### src/rtl/decrypt_pipe_shift.sv
// Caesar-shift decrypt pipeline: classify/one-hot, rotate by key, decode back to ASCII.
// Latency 3 cycles from acceptance to dout, one byte per cycle when unstalled.
// Global stall: all stages hold while dout is valid and ready_in is low; ready_out mirrors advance.
module decrypt_pipe_shift #(
    parameter logic [4:0] KEY_RST = 5'd3
) (
    input  logic        clk,
    input  logic        rst,
    input  logic        key_load,
    input  logic [4:0]  key_in,
    input  logic        en,
    input  logic [7:0]  din,
    input  logic        mode,
    input  logic        shift_en,
    output logic        ready_out,
    input  logic        ready_in,
    output logic        en_out,
    output logic [7:0]  dout,
    output logic [15:0] out_cnt
);

    logic [4:0]  key_q;

    logic        v1, rot1, up1;
    logic [25:0] oh1;
    logic [7:0]  byte1;
    logic [4:0]  key1;

    logic        v2, rot2, up2;
    logic [25:0] oh2;
    logic [7:0]  byte2;

    logic        v3;
    logic        advance;

    logic        is_upper, is_lower, is_alpha;
    logic [4:0]  idx_d;
    logic [25:0] oh_d;
    logic [25:0] oh_rot;
    logic [4:0]  idx3;
    logic [7:0]  dec;

    assign advance   = ready_in | ~v3;
    assign ready_out = rst | advance;
    assign en_out    = v3;

    // 'A'..'Z' and 'a'..'z' both have low five bits 1..26, so one subtract gives the index.
    always_comb begin
        is_upper = (din >= 8'd65) && (din <= 8'd90);
        is_lower = (din >= 8'd97) && (din <= 8'd122);
        is_alpha = is_upper | is_lower;
        idx_d    = din[4:0] - 5'd1;
        oh_d     = is_alpha ? (26'd1 << idx_d) : 26'd0;
    end

    // Rotate right by key1: output bit j takes input bit (j + key) mod 26.
    always_comb begin
        logic [5:0] t;
        oh_rot = '0;
        for (int j = 0; j < 26; j++) begin
            t = 6'(j) + {1'b0, key1};
            if (t >= 6'd26)
                t = t - 6'd26;
            oh_rot[j] = oh1[t[4:0]];
        end
    end

    always_comb begin
        idx3 = '0;
        for (int j = 0; j < 26; j++) begin
            if (oh2[j])
                idx3 = 5'(j);
        end
        if (rot2)
            dec = (up2 ? 8'd65 : 8'd97) + {3'b000, idx3};
        else
            dec = byte2;
    end

    always_ff @(posedge clk) begin
        if (rst) begin
            key_q <= KEY_RST;
        end else if (key_load) begin
            key_q <= (key_in >= 5'd26) ? (key_in - 5'd26) : key_in;
        end
    end

    always_ff @(posedge clk) begin
        if (rst) begin
            v1    <= 1'b0;
            rot1  <= 1'b0;
            up1   <= 1'b0;
            oh1   <= '0;
            byte1 <= '0;
            key1  <= '0;
            v2    <= 1'b0;
            rot2  <= 1'b0;
            up2   <= 1'b0;
            oh2   <= '0;
            byte2 <= '0;
            v3    <= 1'b0;
            dout  <= '0;
        end else if (advance) begin
            v1 <= en;
            if (en) begin
                rot1  <= mode & shift_en & is_alpha;
                up1   <= is_upper;
                oh1   <= oh_d;
                byte1 <= din;
                key1  <= key_q;
            end
            v2 <= v1;
            if (v1) begin
                rot2  <= rot1;
                up2   <= up1;
                oh2   <= oh_rot;
                byte2 <= byte1;
            end
            v3 <= v2;
            if (v2)
                dout <= dec;
        end
    end

    always_ff @(posedge clk) begin
        if (rst)
            out_cnt <= '0;
        else if (v3 && ready_in)
            out_cnt <= out_cnt + 16'd1;
    end

endmodule

### config.mk
export PLATFORM = sky130hd
export DESIGN_NAME = decrypt_pipe_shift
export DESIGN_NICKNAME = d
export VERILOG_FILES = /design/src/rtl/decrypt_pipe_shift.sv
export SDC_FILE = /design/constraint.sdc
export NUM_CORES = 1
export LEC_CHECK = 0
export ABC_AREA = 1
export BUFFER_PORTS_ARGS = -buffer_cell sky130_fd_sc_hd__buf_4
export CAP_MARGIN = 15
export CORE_MARGIN = 4
export CORE_UTILIZATION = 58
export CTS_CLUSTER_SIZE = 28
export DETAILED_ROUTE_END_ITERATION = 10
export GPL_ROUTABILITY_DRIVEN = 1
export PLACE_DENSITY = 0.87
export RECOVER_POWER = 50
export SLEW_MARGIN = 10
export SYNTH_ARGS = -nofsm -noshare
export SYNTH_HDL_FRONTEND = slang
export SYNTH_SLANG_ARGS = --single-unit
### constraint.sdc
create_clock -name clk -period 3.4 [get_ports clk]
set_input_delay 0.17 -clock clk [delete_from_list [all_inputs] [get_ports clk]]
set_output_delay 0.17 -clock clk [all_outputs]
set_load 0.02 [all_outputs]
=== After elaboration in Yosys (flattened, before gate mapping) ===
Cells that the tools add are included.

* Register bits after elaboration: 109
* Input bits: 20
* Output and inout bits: 26

* Add/subtract/negate cells: 55
* Magnitude comparators: 57
* Shift-type cells: 1
* Muxes and demuxes: 107
* Bitwise logic cells: 6
* Reductions and logical operators: 6

{| class="wikitable"
|+ Operator list
! cell !! number
|-
| 5-bit 2-to-1 mux || 51
|-
| 5-bit by 6-bit < comparator with 1-bit output, second input constant || 26
|-
| 6-bit by 5-bit >= comparator with 1-bit output, second input constant || 25
|-
| 5-bit subtractor, second input constant || 27
|-
| 1-bit binary-select mux with 5-bit select || 26
|-
| 5-bit by 5-bit adder with 6-bit output, first input constant || 10
|-
| 4-bit by 5-bit adder with 6-bit output, first input constant || 8
|-
| 1-bit 2-to-1 mux || 27
|-
| 26-bit 2-to-1 mux || 1
|-
| 1-bit by 5-bit << shifter with 26-bit output, first input constant || 1
|-
| 3-bit by 5-bit adder with 6-bit output, first input constant || 4
|-
| 16-bit by 1-bit adder with 16-bit output, second input constant || 1
|-
| 8-bit by 7-bit >= comparator with 1-bit output, second input constant || 2
|-
| 8-bit by 7-bit <= comparator with 1-bit output, second input constant || 2
|-
| 2-bit by 5-bit adder with 6-bit output, first input constant || 2
|-
| 5-bit >= comparator, second input constant || 2
|-
| 7-bit by 5-bit adder with 8-bit output || 1
|-
| 8-bit 2-to-1 mux || 1
|-
| 1-bit by 5-bit adder with 6-bit output, first input constant || 1
|-
| 6-bit 2-to-1 mux || 1
|-
| 2-bit AND reduction || 3
|-
| 5-bit by 1-bit subtractor with 5-bit output, second input constant || 1
|-
| 1-bit logical AND || 3
|-
| 1-bit OR || 3
|-
| other kinds (2) || 3
|}

=== Logic depth before layout (Yosys ltp) ===
* Depth in word-level cells: 27
* Depth in mapped cells: 30
* Gate-level depth less buffers: 30

=== Worst setup path before layout ===
No wires, ideal clock.

* Path kind: reg2reg
* From: register key1[0]
* To: register oh2[17]
* Setup time: 0.132 ns
* Data arrival time: 3.165 ns
* Setup slack: 0.103 ns
* Stages on the path, launching flop included: 20
* Buffers on the path: 5
* Period minus slack after synthesis: 3.297 ns
* Cell sequence: dfxtp_1 -> buf_4 -> inv_2 -> buf_2 -> clkbuf_1 -> ha_1 -> clkbuf_1 -> inv_2 -> buf_1 -> ha_1 -> inv_1 -> nand2_1 -> o21ai_1 -> inv_1 -> o21ai_0 -> a21oi_1 -> o311ai_1 -> o21ai_1 -> nand2_1 -> a21oi_1

* Word-level cells in the longest chain between the ends: 5
* Elaborated cells between the ends (all ways): 6
* Those cells by class: 2 x add/sub; 1 x order compare; 3 x mux

{| class="wikitable"
|+ RTL lines
! item !! line !! source
|-
| start: declaration || 27 || <nowiki>logic [4:0] key1;</nowiki>
|-
| start signal: assignment || 110 || <nowiki>key1 <= key_q;</nowiki>
|-
| 5-bit by 5-bit adder with 6-bit output * || 61 || <nowiki>t = 6'(j) + {1'b0, key1};</nowiki>
|-
| 5-bit subtractor / 6-bit by 5-bit >= comparator with 1-bit output (equally long branches) || 63, 62 ||
|-
| 5-bit 2-to-1 mux * || 62 || <nowiki>if (t >= 6'd26)</nowiki>
|-
| 1-bit binary-select mux with 5-bit select * || 64 || <nowiki>oh_rot[j] = oh1[t[4:0]];</nowiki>
|-
| 1-bit 2-to-1 mux (implied by the code) * || 64 ||
|-
| end signal: assignment || 116 || <nowiki>oh2 <= oh_rot;</nowiki>
|-
| end: declaration || 30 || <nowiki>logic [25:0] oh2;</nowiki>
|}

Mark *: on every way between the ends. The rest lies on a longest branch, timed or not. The select of a mux whose other input is x is not followed.
A chain may end at the register's enable or synchronous reset.

=== Worst setup path after layout ===
* From: register key1[1]
* To: register oh2[5]

* Word-level cells in the longest chain between the ends: 5
* Elaborated cells between the ends (all ways): 6
* Those cells by class: 2 x add/sub; 1 x order compare; 3 x mux

{| class="wikitable"
|+ RTL lines
! item !! line
|-
| 3-bit by 5-bit adder with 6-bit output * || 61
|-
| 5-bit subtractor / 6-bit by 5-bit >= comparator with 1-bit output (equally long branches) || 63, 62
|-
| 5-bit 2-to-1 mux * || 62
|-
| 1-bit binary-select mux with 5-bit select * || 64
|-
| 1-bit 2-to-1 mux (implied by the code) * || 64
|}

Marks and branches as above.

==> results_dict.tcl <==
set metrics [dict create \
    n_antenna_cell 0 \
    rsz0062_at_grt "no" \
    ir_drop_mv 0.382 \
    finalClockSkew_ns 0.0134 \
    wirelength_um 36000 \
    reg2reg_to "oh2[5]" \
    max_stage_delay_ns 0.37 \
    async_flop_share_pct 0 \
    dp_hpwl_um 26500 \
    synth_top_area_share_pct 20.8 \
    insertion_delay_ns 0.36 \
    tritoncts "yes" \
    cts-root-buf "clkbuf_16" \
    cts_buffer_depth 2 \
    r2r-start "key1[1]" \
    synthTopCellsByArea "dfxtp_1 21%, o21ai_0 12%, nand2_1 12%" \
    pin_count 46 \
    ff2ff_path_depth 14 \
    slowest_stage "xor2_1" \
    cts_buffers 9 \
    r2r_slack_ns 0.27 \
    path_clk_slew_ns 0.08 \
    grt_pass1_wl_um 56600 \
    syn_area_um2 10400 \
    p_leak_nw 4.89 \
    path_class "flip-flop to flip-flop" \
    worstPathArrival_ns 3.35 \
    worstHoldPathCells 2 \
    final_nets 1837 \
    setup_viol 0 \
    fp.dieH_um 142 \
    maxSlewHeadroom_pct -54.5 \
    critPathRequiredTime_ns 3.62 \
    h-tree-depth 3 \
    drt_iter0_drc 1794 \
    finalNonFillerCells 2015 \
    synthDistinctLibCells 62 \
    fin_crit_sh_pct 92.2 \
    core-area_um2 17400 \
    synthCells 1747 \
    die_width_um 142 \
    min_path_type "input pin to flip-flop" \
    layout.cells.most_common "nand2_1" \
    hold_path_end "key_q[4]" \
    yosys.area.top_type "dfxtp_1" \
    post-route-min-period_ns 3.13 \
    violations "max-capacitance violations, max-slew violations" \
    synth_edf_count 0 \
    layout_common_cells "325 x nand2_1, 243 x o21ai_0, 199 x inv_1" \
    crit_top_cell "nand2_1" \
    wl_per_cell_um 17.9 \
    drive_gt1_share_pct 10.3 \
    start_kind "flip-flop" \
    final-max-slew-violation-count 58 \
    numClockSinks 108 \
    ant_nets 0 \
    dpl.cell_count 1999 \
    synth_flop_cell "dfxtp_1" \
    hold_violations 0 \
    grt_max_degree 58 \
    ys_seq_area_share_pct 20.8 \
    outcome "complete, but fails checks" \
    dieArea_um2 20100 \
    yosys_warnings 0 \
    synth_seq_cells 108 \
    fmaxAchievable_ghz 0.319 \
    crit_chain "buf_4 > ha_2 > nand2_1 > nand2_1 > xor2_1 > inv_1 > a31oi_4 > nand2_1 > o21ai_0 > inv_1 > o21ai_0 > a21oi_1 > o31ai_1 > a31oi_1" \
    portBuffers 45 \
    antenna_found_initial 0 \
    rows 48 \
    viasPerCell 6.27 \
    avgSynthCellArea_um2 5.95 \
    first_pass_iters 6 \
    pwr_density_cell_nw_per_um2 469 \
    grt_overflow 0 \
    setup_tns_ns 0 \
    globalplace.congestion 1.05 \
    hold_start "key_load" \
    cp-end-kind "flip-flop" \
    cap_violations 1 \
    grtUsageTotal_pct 34.6 \
    syn_nets 1799 \
    critPathMaxFanout 26 \
    area_delta_synth_final_pct 8.66 \
    drc_errors 0 \
    start_util_pct 59.7 \
    vias 12600 \
    max_slew.worst_pin.slew_ns 2.32 \
    first_global_vias 11300 \
]
==> layer usage <==
metal	share of wire, %	GRT usage (%)	up-vias
met1	39	45.3	5700
met3	12	8.09	143
met4	4.6	14.9	0
met5	0	0	-
met2	44	54.7	781
li1	-	-	6019
==> power breakdown <==
part / switching, mW / internal (mW)
sequential: 0.0558 / 1.33
clock: 0.533 / 0.538
combinational: 1.95 / 0.898
total: 2.54 / 2.77
==> cells by family (layout without fill, tap and decap cells) <==
| kind of cell | Yosys count | in the layout | share of synthesized area (%) |
|---|---|---|---|
| buffers and inverters | 294 | 337 | 11.1 |
| flip-flops | 108 | 108 | 20.8 |
| XOR/XNOR | 36 | 36 | 3.32 |
| AO/OA/AOI/OAI | 639 | 639 | 34.8 |
| AND/OR/NAND/NOR | 638 | 638 | 26.2 |
| adder cells (fa/ha/maj) | 32 | 32 | 3.85 |
==> worst max-delay path by stage <==
stage | start | end | slack [ns]
finish | key1[1] | oh2[5] | 0.27
global route | key1[2] | oh2[4] | 0.03
CTS | key1[2] | oh2[4] | 0.13
detailed placement | key1[2] | oh2[4] | 0.15
global placement | key1[2] | oh2[4] | 0.12
floorplan | key1[0] | oh2[17] | 0.10
==> Yosys cell counts (all sizes together), types with 26 or more instances <==
master,count
nor2,144
o21ai,304
ha,32
nand3,72
o211ai,38
inv,233
clkbuf,42
nand2,344
dfxtp,108
a21oi,201
xor2,29
or2,31
nor3,26
==> state kept, by name, summed over array words and instances (netlist names) <==
name	cells
up1	1
en_out	1
out_cnt	16
v2	1
oh2	25
rot1	1
dout	8
rot2	1
key_q	5
v1	1
byte2	8
up2	1
oh1	26
key1	5
byte1	8
==> what timing repair did <==
action,4_1_cts,5_1_grt
setup endpoints to repair,0,6
hold buffers,0,0
gates resized for setup,0,9
buffers inserted,0,0
==> critical path, delay by kind of cell (launching register included) <==
kind            cells  cell delay (ns)
compound gates      6             1.10
xor+xnor            1             0.37
fa+ha+maj           1             0.32
buf+inv             3             0.62
flops               1             0.33
simple gates        3             0.23
==> per-stage QoR <==
stage	hold slack (ns)	worst slack, ns	instance area (um^2)	power [mW]	util [%]
floorplan	0.264	0.103	10400	3.45	-
global placement	0.404	0.117	11100	4.07	63.5
detailed placement	0.412	0.150	11100	4.13	63.5
CTS	0.0287	0.127	11400	5.20	65.3
global route	0.0291	0.0321	11300	5.66	64.9
finish	0.0362	0.267	11300	5.30	64.9
==> cell type report <==
type | count | area [um^2]
clock buffer | 10 | 239
clock inverter | 6 | 67.6
fill | 1674 | 6110
inverter | 235 | 885
multi-input combinational | 1345 | 7130
sequential | 108 | 2160
tap | 225 | 282
timing repair buffer | 86 | 536
No activity file was read; power rests on OpenSTA's default activity.
